==> src/rtl/sr_latch_driver.sv <==
// sr_latch_driver: plays a 7-step S/R sequence into an async SR latch and checks Q/Q_bar.
// Define SR_DRV_LOOP_EN to rerun back to back while start stays high.
module sr_latch_driver #(
    parameter int HOLD_CYCLES = 4
) (
    input  logic       clk,
    input  logic       rst,
    input  logic       start,
    output logic       S,
    output logic       R,
    input  logic       Q,
    input  logic       Q_bar,
    output logic       busy,
    output logic       done,
    output logic       pass,
    output logic [6:0] err_mask,
    output logic [2:0] step
);
    typedef enum logic [1:0] {IDLE, RUN, DONE} state_t;

    // Step tables, bit i belongs to step i.
    localparam logic [7:0] S_TAB   = 8'b0010_0010;
    localparam logic [7:0] R_TAB   = 8'b0010_1000;
    localparam logic [7:0] EXP_Q   = 8'b0000_0110;
    localparam logic [7:0] EXP_QB  = 8'b0001_1000;
    localparam logic [7:0] CHK_TAB = 8'b0011_1110;
    localparam logic [7:0] HOLD_LAST = 8'(HOLD_CYCLES - 1);

    state_t     state, state_nxt;
    logic [7:0] hold_cnt;
    logic [1:0] q_sync, qb_sync;
    logic [2:0] step_inc;
    logic       step_end, last_step, fail, begin_run, loop_again;
    logic [6:0] err_nxt;

    assign busy = state == RUN;
    assign done = state == DONE;

`ifdef SR_DRV_LOOP_EN
    assign loop_again = start;
`else
    assign loop_again = 1'b0;
`endif

    always_comb begin
        step_inc  = step + 3'd1;
        step_end  = busy && hold_cnt == HOLD_LAST;
        last_step = step_end && step == 3'd6;
        fail      = CHK_TAB[step] && {q_sync[1], qb_sync[1]} != {EXP_Q[step], EXP_QB[step]};
        err_nxt   = err_mask | (fail ? 7'(1) << step : 7'd0);
        begin_run = (state == IDLE && start) || (done && loop_again);
        state_nxt = state;
        if (state == IDLE)
            state_nxt = start ? RUN : IDLE;
        else if (busy)
            state_nxt = last_step ? DONE : RUN;
        else
            state_nxt = loop_again ? RUN : IDLE;
    end

    always_ff @(posedge clk or posedge rst) begin
        if (rst) begin
            state    <= IDLE;
            S        <= 1'b0;
            R        <= 1'b0;
            pass     <= 1'b0;
            err_mask <= '0;
            step     <= '0;
            hold_cnt <= '0;
            q_sync   <= '0;
            qb_sync  <= '0;
        end else begin
            state   <= state_nxt;
            q_sync  <= {q_sync[0], Q};
            qb_sync <= {qb_sync[0], Q_bar};
            if (begin_run) begin
                step     <= '0;
                hold_cnt <= '0;
                err_mask <= '0;
                pass     <= 1'b0;
                S        <= S_TAB[0];
                R        <= R_TAB[0];
            end else if (step_end) begin
                err_mask <= err_nxt;
                hold_cnt <= '0;
                if (last_step) begin
                    S    <= 1'b0;
                    R    <= 1'b0;
                    pass <= err_nxt == 7'd0;
                end else begin
                    step <= step_inc;
                    S    <= S_TAB[step_inc];
                    R    <= R_TAB[step_inc];
                end
            end else if (busy) begin
                hold_cnt <= hold_cnt + 8'd1;
            end
        end
    end
endmodule
==> config.mk <==
export PLATFORM = sky130hd
export DESIGN_NAME = sr_latch_driver
export DESIGN_NICKNAME = d
export VERILOG_FILES = /design/src/rtl/sr_latch_driver.sv
export SDC_FILE = /design/constraint.sdc
export NUM_CORES = 1
export LEC_CHECK = 0
export BUFFER_PORTS_ARGS = -buffer_cell sky130_fd_sc_hd__buf_2
export CORE_MARGIN = 2
export CORE_UTILIZATION = 55
export CTS_CLUSTER_SIZE = 14
export DETAILED_ROUTE_END_ITERATION = 7
export PLACE_DENSITY = 0.76
export SYNTH_ARGS = -nofsm -noshare
export SYNTH_HDL_FRONTEND = slang
export SYNTH_SLANG_ARGS = --single-unit
==> constraint.sdc <==
create_clock -name clk -period 2.68 [get_ports clk]
set_input_delay 0.536 -clock clk [delete_from_list [all_inputs] [get_ports clk]]
set_output_delay 0.536 -clock clk [all_outputs]
set_load 0.005 [all_outputs]
* Word-level counts from Yosys, hierarchy flattened
Memory sizes are Yosys's and may differ from the RTL's. Cells that the tools add are included.
Cells by class: bitwise logic cells 1, reductions and logical operators 11, mux-type cells 27, equal/unequal tests 6, $lt $le $gt $ge 2, add/sub/neg operators 2, shift operators 1
Operators by type and width (number):
- $mux 8 | 3
- $mux 7 | 3
- $mux 1 | 15
- $mux 3 | 3
- $add 8x1->8 const B | 1
- $eq 8x2->1 const B | 1
- $lt 3x4->1 const B | 2
- $logic_not 7->1 | 1
- $or 7x7->7 | 1
- $shl 1x3->7 const A | 1
- $mux 2 | 3
- $logic_and 1x1->1 | 4
- $reduce_and 2->1 | 2
- $reduce_bool 2->1 | 2
- $add 3x1->3 const B | 1
- $eq 3x3->1 const B | 1
- $reduce_bool 3->1 | 1
- $eq 2x1->1 const B | 1
- $eq 2x2->1 const B | 1
- $logic_not 2->1 | 1
- $ne 2x1->1 const B | 1
- $ne 2x2->1 | 1
Word-level totals: ROM bits 40, memories kept 5, register bits after elaboration 27
Memories:
- (no name shown) | words 8, bits a word 1, rd ports 1, clocked after memory_dff 0, write ports 0, line 93 | R <= R_TAB[step_inc];
- (no name shown) | words 8, bits a word 1, rd ports 1, clocked after memory_dff 0, write ports 0, line 92 | S <= S_TAB[step_inc];
- (no name shown) | words 8, bits a word 1, rd ports 1, clocked after memory_dff 0, write ports 0, line 49 | fail = CHK_TAB[step] && {q_sync[1], qb_sync[1]} != {EXP_Q[step], EXP_QB[step]};
- (no name shown) | words 8, bits a word 1, rd ports 1, clocked after memory_dff 0, write ports 0, line 49
- (no name shown) | words 8, bits a word 1, rd ports 1, clocked after memory_dff 0, write ports 0, line 49

* Logic depth before layout (Yosys ltp)
Gate-level depths: netlist of run 1.
depth after elaboration 10, gate-level depth with buffers 6, depth with buffers taken out 6

* Worst setup path before layout of run 1
Ideal clock, no wire load.
path kind reg-to-reg, start point register hold_cnt[0], end point register pass, stages on the path, launching flop included 6, arrival time 1854 ps, setup time 77 ps, setup slack 749 ps, cells stage by stage dfrtp_1 ha_1 or4b_4 nor4_4 mux2_2 a21oi_1
On the way: word-level cells in the longest chain between the ends 5, elaborated cells between the ends (all ways) 6
Ends and longest elaborated chain:
- start: declaration | line 30 | logic [7:0] hold_cnt;
- start signal: assignment | line 96 | hold_cnt <= hold_cnt + 8'd1;
- $eq 8x2->1 * | line 47 | step_end = busy && hold_cnt == HOLD_LAST;
- $logic_and 1x1->1 * | line 47
- $logic_and 1x1->1 | line 48 | last_step = step_end && step == 3'd6;
- $reduce_bool 2->1 (no source line)
- $reduce_and 2->1 (no source line) *
- end signal: assignment | line 66 | pass <= 1'b0;
- end signal: assignment | line 80 | pass <= 1'b0;
- end signal: assignment | line 89 | pass <= err_nxt == 7'd0;
- end: declaration | line 15 | output logic pass,
Every way passes the cells marked *; elsewhere a longest branch is shown, timed or not. A chain may end at the register's enable or synchronous reset.

* Final worst setup path of run 1
start point register hold_cnt[0], end point register step[0]
On the way: word-level cells in the longest chain between the ends 5, elaborated cells between the ends (all ways) 6
Ends and longest elaborated chain:
- $eq 8x2->1 * | line 47
- $logic_and 1x1->1 * | line 47
- $logic_and 1x1->1 | line 48
- $ne 2x1->1 (no source line)
- $reduce_and 2->1 (no source line) *
- end signal: assignment | line 91 | step <= step_inc;
- end: declaration | line 17 | output logic [2:0] step
Marks and branches as above.

==> summary.log, run 1 <==
INFO  run_status     outcome=finished clean
INFO  global_routing grt_antenna_before_repair=0
INFO  synthesis      synth-async-reset-ratio=100%
INFO  synthesis      synth_nets=125
INFO  cells_and_area flow.area_growth_from_synthesis=11.7%
INFO  cts            clock_tree.htree_level_count=1
INFO  global_routing grt.overflow.total=0
INFO  floorplanning  std_cell_rows=17
INFO  sta            layout_min_cycle_time=2.21ns
INFO  cts            cts-hold-fix-buffers=0
INFO  synthesis      synth-edff-count=0
INFO  power_and_ir_drop share_clk_of_total_power=11.8%
INFO  power_and_ir_drop comb_power_share=41.4%
INFO  power_and_ir_drop intPower=897uW
INFO  synthesis      synth_top_cells_by_area=sky130_fd_sc_hd__dfrtp_1 (52%), sky130_fd_sc_hd__ha_1 (5.8%), sky130_fd_sc_hd__a22o_1 (3.4%)
INFO  synthesis      syn-mean-instance-area=11.4squm
INFO  sta            slew_viol_final=0
INFO  synthesis      ys_ff_latch=27
INFO  setup_path     critical_path_peak_fanout=11
INFO  hold_path      min-delay-path-class=in2async
INFO  power_and_ir_drop total_switching_power=548uW
INFO  cells_and_area multi_input_comb_area=599squm
INFO  routing        number_of_drc_violations_after_detailed_routing_iteration_0=21
INFO  cts            post_cts_resize_count=0
INFO  placement      place_hpwl=1770um
INFO  routing        post-route-drc-count=0
INFO  sta            fin_tns_setup=0ns
INFO  cts            total_clock_buffers_created_by_cts=3
INFO  cells_and_area filler_cell_count=175
INFO  power_and_ir_drop pwr-share-seq=46.8%
INFO  floorplanning  floorplan.die_area=2780squm
INFO  cells_and_area final_core_util=65.3%
INFO  floorplanning  design.core.area=2230squm
INFO  synthesis      ys_top_cells_by_count=sky130_fd_sc_hd__dfrtp_1 (27), sky130_fd_sc_hd__nand2_1 (9), sky130_fd_sc_hd__nor2_1 (9)
INFO  setup_path     worst_setup_path_start_kind=flip-flop
INFO  cells_and_area antenna-diode-count=0
INFO  power_and_ir_drop power.density_cell_area=992nW/um^2
INFO  sta            clock.fmax=452MHz
INFO  synthesis      netlist-cell-type-count=36
INFO  setup_path     critPathKind=reg2reg
INFO  synthesis      ys_dominant_reg_cell=sky130_fd_sc_hd__dfrtp_1
INFO  global_routing first_pass_grt_wire_length=4150um
INFO  power_and_ir_drop switching_share=37.9%
INFO  global_routing grt_pass1_vias=919
INFO  sta            rsz0062_at_grt=false
INFO  power_and_ir_drop power_leakage=0.701nW
INFO  cells_and_area num-nets-final=148
INFO  floorplanning  die_ht=52.7um
INFO  synthesis      synth-seq-area-share=51.8%
INFO  cts            postCtsSetupBuffers=0
INFO  floorplanning  floorplan.die.width=52.7um
INFO  placement      gpl.final_weighted_congestion=0.875
INFO  sta            final.setup_skew=0.00845ns
INFO  setup_path     worst_setup_path_end_kind=flip-flop
INFO  routing        number_of_search_and_repair_iterations_in_the_first_detailed_routing_pass=4
INFO  cts            clk_latency=0.32ns
INFO  power_and_ir_drop ir_drop=0.000681V
INFO  sta            slew_headroom=57.1%
INFO  synthesis      synthesis.yosys.warnings=0
INFO  sta            setup_viol=0
INFO  synthesis      synth.most_common_cell=sky130_fd_sc_hd__dfrtp_1
INFO  routing        detailroute.via_count=928
INFO  cts            clock-root-buffer=sky130_fd_sc_hd__clkbuf_4
INFO  sta            worstMarginPinSlew=0.641ns
INFO  cts            clkSlewWorstSetupHoldPaths=0.14ns
INFO  global_routing track_usage=20.9%
INFO  setup_path     cp.arrival=2.43ns
INFO  routing        avgViaCountPerCell=5.66
INFO  synthesis      syn_area=1310squm
INFO  cells_and_area ff_latch_area=676squm
INFO  synthesis      post_synth_inst_count=114
INFO  cts            clk_path_buf_depth=2
INFO  flow_run       max_cap_viol_count=0
INFO  routing        wl_per_cell=14.4um
INFO  floorplanning  initial_utilization=58.4%
INFO  global_routing largest_net_degree_at_the_start_of_global_routing=28
INFO  placement      placement.io_buffers=19
INFO  routing        detail_route.wirelength=2360um
INFO  cts            cts_tree=yes
INFO  setup_path     required=2.90ns
INFO  cts            tritoncts_num_sinks=27
INFO  sta            final_worst_path_period_share=82.5%
INFO  cells_and_area final_layout_size_suffix_gt1_share=23.5%
INFO  floorplanning  boundaryPins=20
INFO  synthesis      synth.largest_area_cell=sky130_fd_sc_hd__dfrtp_1
INFO  sta            hold_violations_final=0
INFO  synthesis      netlist.area_leader.share=51.8%
INFO  routing        route.antenna.remaining_nets=0
## cells in the final DEF (no fill, tap or decap), types with 2 or more instances in the layout
master	n
sky130_fd_sc_hd__o2bb2ai_1	2
sky130_fd_sc_hd__xor2_1	5
sky130_fd_sc_hd__nor2_1	9
sky130_fd_sc_hd__a32o_1	3
sky130_fd_sc_hd__nand2_1	9
sky130_fd_sc_hd__dfrtp_1	27
sky130_fd_sc_hd__ha_1	6
sky130_fd_sc_hd__and3_1	5
sky130_fd_sc_hd__xnor2_1	3
sky130_fd_sc_hd__nor3_1	4
sky130_fd_sc_hd__o21ai_0	2
sky130_fd_sc_hd__a21oi_1	2
sky130_fd_sc_hd__nand4_1	3
sky130_fd_sc_hd__mux2_2	2
sky130_fd_sc_hd__buf_2	19
sky130_fd_sc_hd__and2_1	2
sky130_fd_sc_hd__nor2b_1	2
sky130_fd_sc_hd__inv_1	5
sky130_fd_sc_hd__a22o_1	5
sky130_fd_sc_hd__clkbuf_4	3
## cell families (layout without fill, tap and decap cells)
group	after synthesis	in the layout	synth area share (%)
buf+inv	7	29	2.30
mux	3	3	2.49
flops	27	27	51.8
simple gates	44	44	20.2
compound gates	19	19	12.1
xor+xnor	8	8	5.37
fa+ha+maj	6	6	5.75
## flip-flops by register name, indices dropped and copies added (netlist names)
signal,count
qb_sync,2
step,3
hold_cnt,8
S,1
state,2
err_mask,7
R,1
pass,1
q_sync,2
## path summary, 6_finish.rpt
| path | start | endpoint | slack [ns] | cells after the start |
|---|---|---|---|---|
| worst max-delay path | hold_cnt[0] | step[0] | 0.47 | 5 |
| worst max register to register | hold_cnt[0] | step[0] | 0.47 | 5 |
| worst min-delay path | rst | hold_cnt[6] | 0.24 | 3 |
| max in group asynchronous | rst | q_sync[1] | 2.18 | 3 |
| worst min register to register | qb_sync[0] | qb_sync[1] | 0.36 | 0 |
| min in group clk | Q_bar | qb_sync[0] | 0.31 | 1 |
## routing by layer
metal | vias to the layer above | global-route usage, % | part of all wire, %
li1 | 453 | - | -
met1 | 447 | 27.6 | 47
met2 | 24 | 32.5 | 48
met3 | 4 | 3.43 | 3.4
met4 | 0 | 11.5 | 1.4
met5 | - | 0 | 0
## layout make-up
type	count	share of cell area (%)
well taps	28	2.40
repair buffers	20	7.04
flip-flops and latches	27	46.4
clock buffers	4	1.80
inverters	5	1.29
multi-input cells	80	41.1
## critical path: stages (launching register included)
cell	delay, ns
sky130_fd_sc_hd__dfrtp_1	0.41
sky130_fd_sc_hd__ha_1	0.22
sky130_fd_sc_hd__or4b_4	0.50
sky130_fd_sc_hd__nor3_2	0.53
sky130_fd_sc_hd__o21bai_2	0.17
sky130_fd_sc_hd__mux2_2	0.28
## through the flow
step | area [sq um] | setup WS (ns) | std cells | total power [mW] | hold slack [ns]
after floorplan | 1310 | 0.749 | 114 | 1.09 | 0.331
after global placement | 1430 | 0.591 | 160 | 1.26 | 0.335
after detailed placement | 1430 | 0.508 | 160 | 1.29 | 0.336
after CTS | 1460 | 0.483 | 164 | 1.46 | 0.246
after global routing | 1460 | 0.329 | 164 | 1.57 | 0.271
final | 1460 | 0.470 | 164 | 1.45 | 0.239
## power groups by stage
stage          registers (mW)  logic, mW  clock network, mW
2_1_floorplan           0.667      0.427                  0
3_3_place_gp            0.678      0.580                  0
3_5_place_dp            0.688      0.602                  0
4_1_cts                 0.678      0.605              0.179
5_1_grt                 0.699      0.676              0.194
6_report                0.676      0.598              0.171
No activity file was read; power rests on OpenSTA's default activity.
==> run 2: changes to the inputs <==
Clock period 2.68 ns to 2.15 ns, I/O delays scaled along.
==> summary.log, run 2 (synthesized netlist as in run 1, its figures left out) <==
INFO  sta            hold_violations_final=0
INFO  setup_path     cp.arrival=2.28ns
INFO  hold_path      min-delay-path-class=in2async
INFO  floorplanning  initial_utilization=58.4%
INFO  routing        route.antenna.remaining_nets=0
INFO  cells_and_area largest_register=hold_cnt
INFO  cells_and_area final_cell_mix=sky130_fd_sc_hd__dfrtp_1 (27), sky130_fd_sc_hd__buf_2 (19), sky130_fd_sc_hd__nand2_1 (9), sky130_fd_sc_hd__nor2_1 (9)
INFO  global_routing grt_pass1_vias=893
INFO  sta            layout_min_cycle_time=2.01ns
INFO  run_status     outcome=finished clean
INFO  global_routing track_usage=20.1%
INFO  setup_path     worst_setup_path_start_kind=flip-flop
INFO  cells_and_area final_layout_size_suffix_gt1_share=26.1%
INFO  sta            slew_viol_final=0
INFO  routing        post-route-drc-count=0
INFO  power_and_ir_drop power.density_cell_area=1240nW/um^2
INFO  flow_run       max_cap_viol_count=0
INFO  cts            clk_latency=0.33ns
INFO  placement      place_hpwl=1850um
INFO  routing        detailroute.via_count=922
INFO  sta            setup_viol=0
INFO  global_routing grt.overflow.total=0
INFO  global_routing largest_net_degree_at_the_start_of_global_routing=28
INFO  sta            worstMarginPinSlew=0.606ns
INFO  placement      gpl.final_weighted_congestion=0.903
INFO  routing        avgViaCountPerCell=5.55
INFO  cts            clock-root-buffer=sky130_fd_sc_hd__clkbuf_4
INFO  cells_and_area final_common_cell=sky130_fd_sc_hd__dfrtp_1
INFO  setup_path     reg2reg_depth=5
INFO  routing        number_of_drc_violations_after_detailed_routing_iteration_0=14
INFO  floorplanning  std_cell_rows=17
INFO  power_and_ir_drop power_leakage=0.709nW
INFO  sta            final.setup_skew=0.00857ns
INFO  setup_path     required=2.42ns
INFO  placement      placement.io_buffers=19
INFO  cts            cts_tree=yes
INFO  floorplanning  boundaryPins=20
INFO  cts            clk_path_buf_depth=2
INFO  global_routing first_pass_grt_wire_length=3930um
INFO  cells_and_area num-nets-final=150
INFO  sta            final_worst_path_period_share=93.6%
INFO  setup_path     critical_path_peak_fanout=4
INFO  cts            cts-hold-fix-buffers=0
INFO  cts            clkSlewWorstSetupHoldPaths=0.16ns
INFO  routing        wl_per_cell=14.9um
INFO  floorplanning  die_ht=52.7um
INFO  global_routing grt_antenna_before_repair=0
INFO  sta            slew_headroom=59.5%
INFO  floorplanning  floorplan.die_area=2780squm
INFO  cells_and_area final_core_util=66.2%
INFO  sta            rsz0062_at_grt=false
INFO  cts            total_clock_buffers_created_by_cts=3
INFO  setup_path     worst_setup_path_end_kind=flip-flop
INFO  cells_and_area flow.area_growth_from_synthesis=13.3%
INFO  routing        number_of_search_and_repair_iterations_in_the_first_detailed_routing_pass=4
INFO  routing        detail_route.wirelength=2470um
INFO  floorplanning  floorplan.die.width=52.7um
INFO  setup_path     critPathKind=reg2reg
INFO  sta            clock.fmax=497MHz
INFO  sta            fin_tns_setup=0ns
INFO  cells_and_area antenna-diode-count=0
INFO  cts            tritoncts_num_sinks=27
INFO  cells_and_area largest_register_ffs=8
INFO  power_and_ir_drop ir_drop=0.000826V
INFO  cts            clock_tree.htree_level_count=1
INFO  cells_and_area largestRegisters=hold_cnt: 8 flops, err_mask: 7 flops, step: 3 flops
INFO  floorplanning  design.core.area=2230squm
## run 2: layout make-up
cell class | instances | area [sq um]
tap | 28 | 35.0
inverter | 5 | 18.8
clock inverter | 1 | 7.51
multi-input combinational | 80 | 602
fill | 189 | 754
clock buffer | 3 | 22.5
timing repair buffer | 22 | 118
sequential | 27 | 676
## run 2: routing by layer
| layer | track usage, % | vias up | wire (um) |
|---|---|---|---|
| met5 | 0 | - | 0 |
| met4 | 10.7 | 0 | 46 |
| met3 | 4.00 | 5 | 67 |
| met2 | 34.6 | 17 | 1200 |
| met1 | 23.4 | 445 | 1160 |
| li1 | - | 455 | - |
## run 2: path summary, 6_finish.rpt
check                                  from          end  slack [ns]
worst min register to register   qb_sync[0]   qb_sync[1]        0.38
worst min-delay path                    rst  hold_cnt[5]        0.11
worst max register to register  hold_cnt[0]         pass        0.14
min in group clk                          Q    q_sync[0]        0.18
worst max-delay path            hold_cnt[0]         pass        0.14
max in group asynchronous               rst  hold_cnt[2]        1.77
## run 2: what timing repair did
item / 4_1_cts / 5_1_grt
setup endpoints to repair: 0 / 1
resized for setup: 0 / 1
setup buffers: 0 / 0
## run 2: worst max-delay path: stages, from the launching register on
cell,delay (ns)
sky130_fd_sc_hd__dfrtp_1,0.43
sky130_fd_sc_hd__ha_2,0.23
sky130_fd_sc_hd__or4b_4,0.50
sky130_fd_sc_hd__nor4_4,0.32
sky130_fd_sc_hd__mux2_2,0.37
sky130_fd_sc_hd__a21oi_1,0.11
## run 2: stage by stage
step           worst slack, ns  std cells  power, mW  instance area [sq um]  hold slack [ns]
2_1_floorplan            0.219        114       1.36                   1310            0.331
3_3_place_gp             0.243        162       1.56                   1450            0.333
3_5_place_dp             0.134        162       1.61                   1450            0.344
4_1_cts                  0.115        166       1.84                   1480            0.127
5_1_grt                0.00594        166       1.98                   1480            0.135
6_report                 0.138        166       1.84                   1480            0.114
## run 2: power by group
group	total [mW]	internal (mW)	switching, mW
combinational	0.748	0.378	0.369
sequential	0.854	0.675	0.179
clock	0.233	0.0713	0.162
==> run 3: changes to the inputs <==
Settings changed: CELL_PAD_IN_SITES_DETAIL_PLACEMENT set to 1, CELL_PAD_IN_SITES_GLOBAL_PLACEMENT set to 2, CORE_ASPECT_RATIO set to 2, CORE_UTILIZATION 55 to 36, GPL_TIMING_DRIVEN set to 0, PLACE_DENSITY 0.76 to 0.75.
==> summary.log, run 3 (synthesized netlist as in run 1, its figures left out) <==
INFO  run_status     outcome=finished clean
INFO  cells_and_area final_common_cell=sky130_fd_sc_hd__dfrtp_1
INFO  global_routing first_pass_grt_wire_length=4500um
INFO  global_routing track_usage=15.1%
INFO  routing        post-route-drc-count=0
INFO  placement      place_hpwl=2020um
INFO  setup_path     r2r_slack=0.10ns
INFO  routing        number_of_search_and_repair_iterations_in_the_first_detailed_routing_pass=2
INFO  cells_and_area largestRegisters=hold_cnt: 8 flops, err_mask: 7 flops, step: 3 flops
INFO  power_and_ir_drop total_power=1.94mW
INFO  setup_path     critical_path_peak_fanout=6
INFO  routing        wl_per_cell=14.6um
INFO  flow_run       max_cap_viol_count=0
INFO  floorplanning  boundaryPins=20
INFO  setup_path     worst_setup_path_start_kind=flip-flop
INFO  floorplanning  initial_utilization=37.0%
INFO  cts            cts_tree=yes
INFO  routing        number_of_drc_violations_after_detailed_routing_iteration_0=5
INFO  global_routing grt_pass1_vias=970
INFO  power_and_ir_drop ir_drop=0.000562V
INFO  cells_and_area final_cell_mix=sky130_fd_sc_hd__dfrtp_1 (27), sky130_fd_sc_hd__buf_2 (19), sky130_fd_sc_hd__nand2_1 (9), sky130_fd_sc_hd__nor2_1 (9)
INFO  cts            tritoncts_num_sinks=27
INFO  sta            layout_min_cycle_time=2.05ns
INFO  routing        detailroute.via_count=961
INFO  cells_and_area filler_cell_count=400
INFO  hold_path      min-delay-path-class=in2reg
INFO  setup_path     required=2.36ns
INFO  floorplanning  floorplan.die_area=4150squm
INFO  cells_and_area final_layout_size_suffix_gt1_share=26.2%
INFO  sta            slew_headroom=29.0%
INFO  setup_path     worst_setup_path_end_kind=flip-flop
INFO  floorplanning  design.core.area=3530squm
INFO  cells_and_area ff_latch_area=676squm
INFO  sta            final.setup_skew=0.00350ns
INFO  cells_and_area largest_register=hold_cnt
INFO  sta            clock.fmax=489MHz
INFO  routing        route.antenna.remaining_nets=0
INFO  cts            clock-root-buffer=sky130_fd_sc_hd__clkbuf_8
INFO  power_and_ir_drop power.density_cell_area=1260nW/um^2
INFO  placement      place_inst=182
INFO  floorplanning  die_ht=89.1um
INFO  cts            clk_path_buf_depth=2
INFO  cts            total_clock_buffers_created_by_cts=3
INFO  setup_path     critPathKind=reg2reg
INFO  cells_and_area finish.cell_count_without_fillers=190
INFO  sta            setup_ws=0.103ns
INFO  sta            slew_viol_final=0
INFO  cells_and_area multi_input_comb_area=612squm
INFO  global_routing largest_net_degree_at_the_start_of_global_routing=28
INFO  cts            clock_tree.htree_level_count=1
INFO  cells_and_area largest_register_ffs=8
INFO  cells_and_area flow.area_growth_from_synthesis=18.7%
INFO  routing        detail_route.wirelength=2780um
INFO  sta            worstMarginPinSlew=1.06ns
INFO  sta            hold_violations_final=0
INFO  power_and_ir_drop power_leakage=0.731nW
INFO  cells_and_area final_core_util=43.9%
INFO  cts            clkSlewWorstSetupHoldPaths=0.09ns
INFO  placement      gpl.final_weighted_congestion=0.766
INFO  placement      place_worst_setup_slack=-0.00561ns
INFO  placement      placement.io_buffers=19
INFO  global_routing grt.overflow.total=0
INFO  sta            final_worst_path_period_share=95.2%
INFO  cells_and_area antenna-diode-count=0
INFO  routing        avgViaCountPerCell=5.06
INFO  sta            setup_viol=0
INFO  cts            clk_latency=0.28ns
INFO  floorplanning  floorplan.die.width=46.6um
INFO  setup_path     cp.arrival=2.25ns
INFO  cells_and_area num-nets-final=153
INFO  global_routing grt_antenna_before_repair=0
INFO  floorplanning  std_cell_rows=31
## run 3: cell count changes in the layout (fill, tap and decap cells not counted), sizes merged
cell | previous run | this run
buf | 22 | 24
clkbuf | 3 | 5
clkinvlp | 1 | 0
## run 3: final cells by class
cell class | count | share of cell area, %
flip-flops and latches | 27 | 43.6
multi-input cells | 80 | 39.5
repair buffers | 23 | 8.08
well taps | 49 | 3.96
clock buffers | 4 | 2.91
inverters | 5 | 1.21
plain buffers | 2 | 0.727
## run 3: worst paths after layout
kind	from	endpoint	cells after the start
setup / recovery	hold_cnt[0]	pass	5
hold / removal	Q	q_sync[0]	1
setup reg to reg	hold_cnt[0]	pass	5
hold reg to reg	qb_sync[0]	qb_sync[1]	0
max in group asynchronous	rst	step[0]	2
min in group asynchronous	rst	hold_cnt[2]	2
## run 3: metal layers
metal | track usage (%) | vias up | share of wire (%)
li1 | - | 459 | -
met1 | 18.6 | 477 | 46
met2 | 24.9 | 20 | 48
met3 | 2.22 | 5 | 3.7
met4 | 7.01 | 0 | 2.2
met5 | 0 | - | 0
## run 3: critical path, stage by stage, from the launching register on
cell	delay, ns
sky130_fd_sc_hd__dfrtp_1	0.41
sky130_fd_sc_hd__ha_4	0.17
sky130_fd_sc_hd__or4b_4	0.49
sky130_fd_sc_hd__nor4_4	0.42
sky130_fd_sc_hd__mux2_2	0.38
sky130_fd_sc_hd__a21oi_1	0.11
## run 3: what timing repair did
action	4_1_cts	5_1_grt
endpoints found under the hold margin	0	0
buffers inserted	0	4
hold buffers	0	0
setup endpoints to repair	1	3
resized for setup	0	2
pin swaps	1	1
## run 3: power breakdown
group / switching (mW) / internal, mW
registers: 0.178 / 0.676
clock network: 0.160 / 0.133
logic: 0.388 / 0.410
## run 3: stage by stage
step                area, sq um  hold WS (ns)  setup TNS (ns)
floorplan                  1310         0.331               0
global placement           1460         0.332               0
detailed placement         1460         0.336        -0.00561
CTS                        1510         0.251               0
global route               1550         0.246        -0.00772
finish                     1550         0.255               0
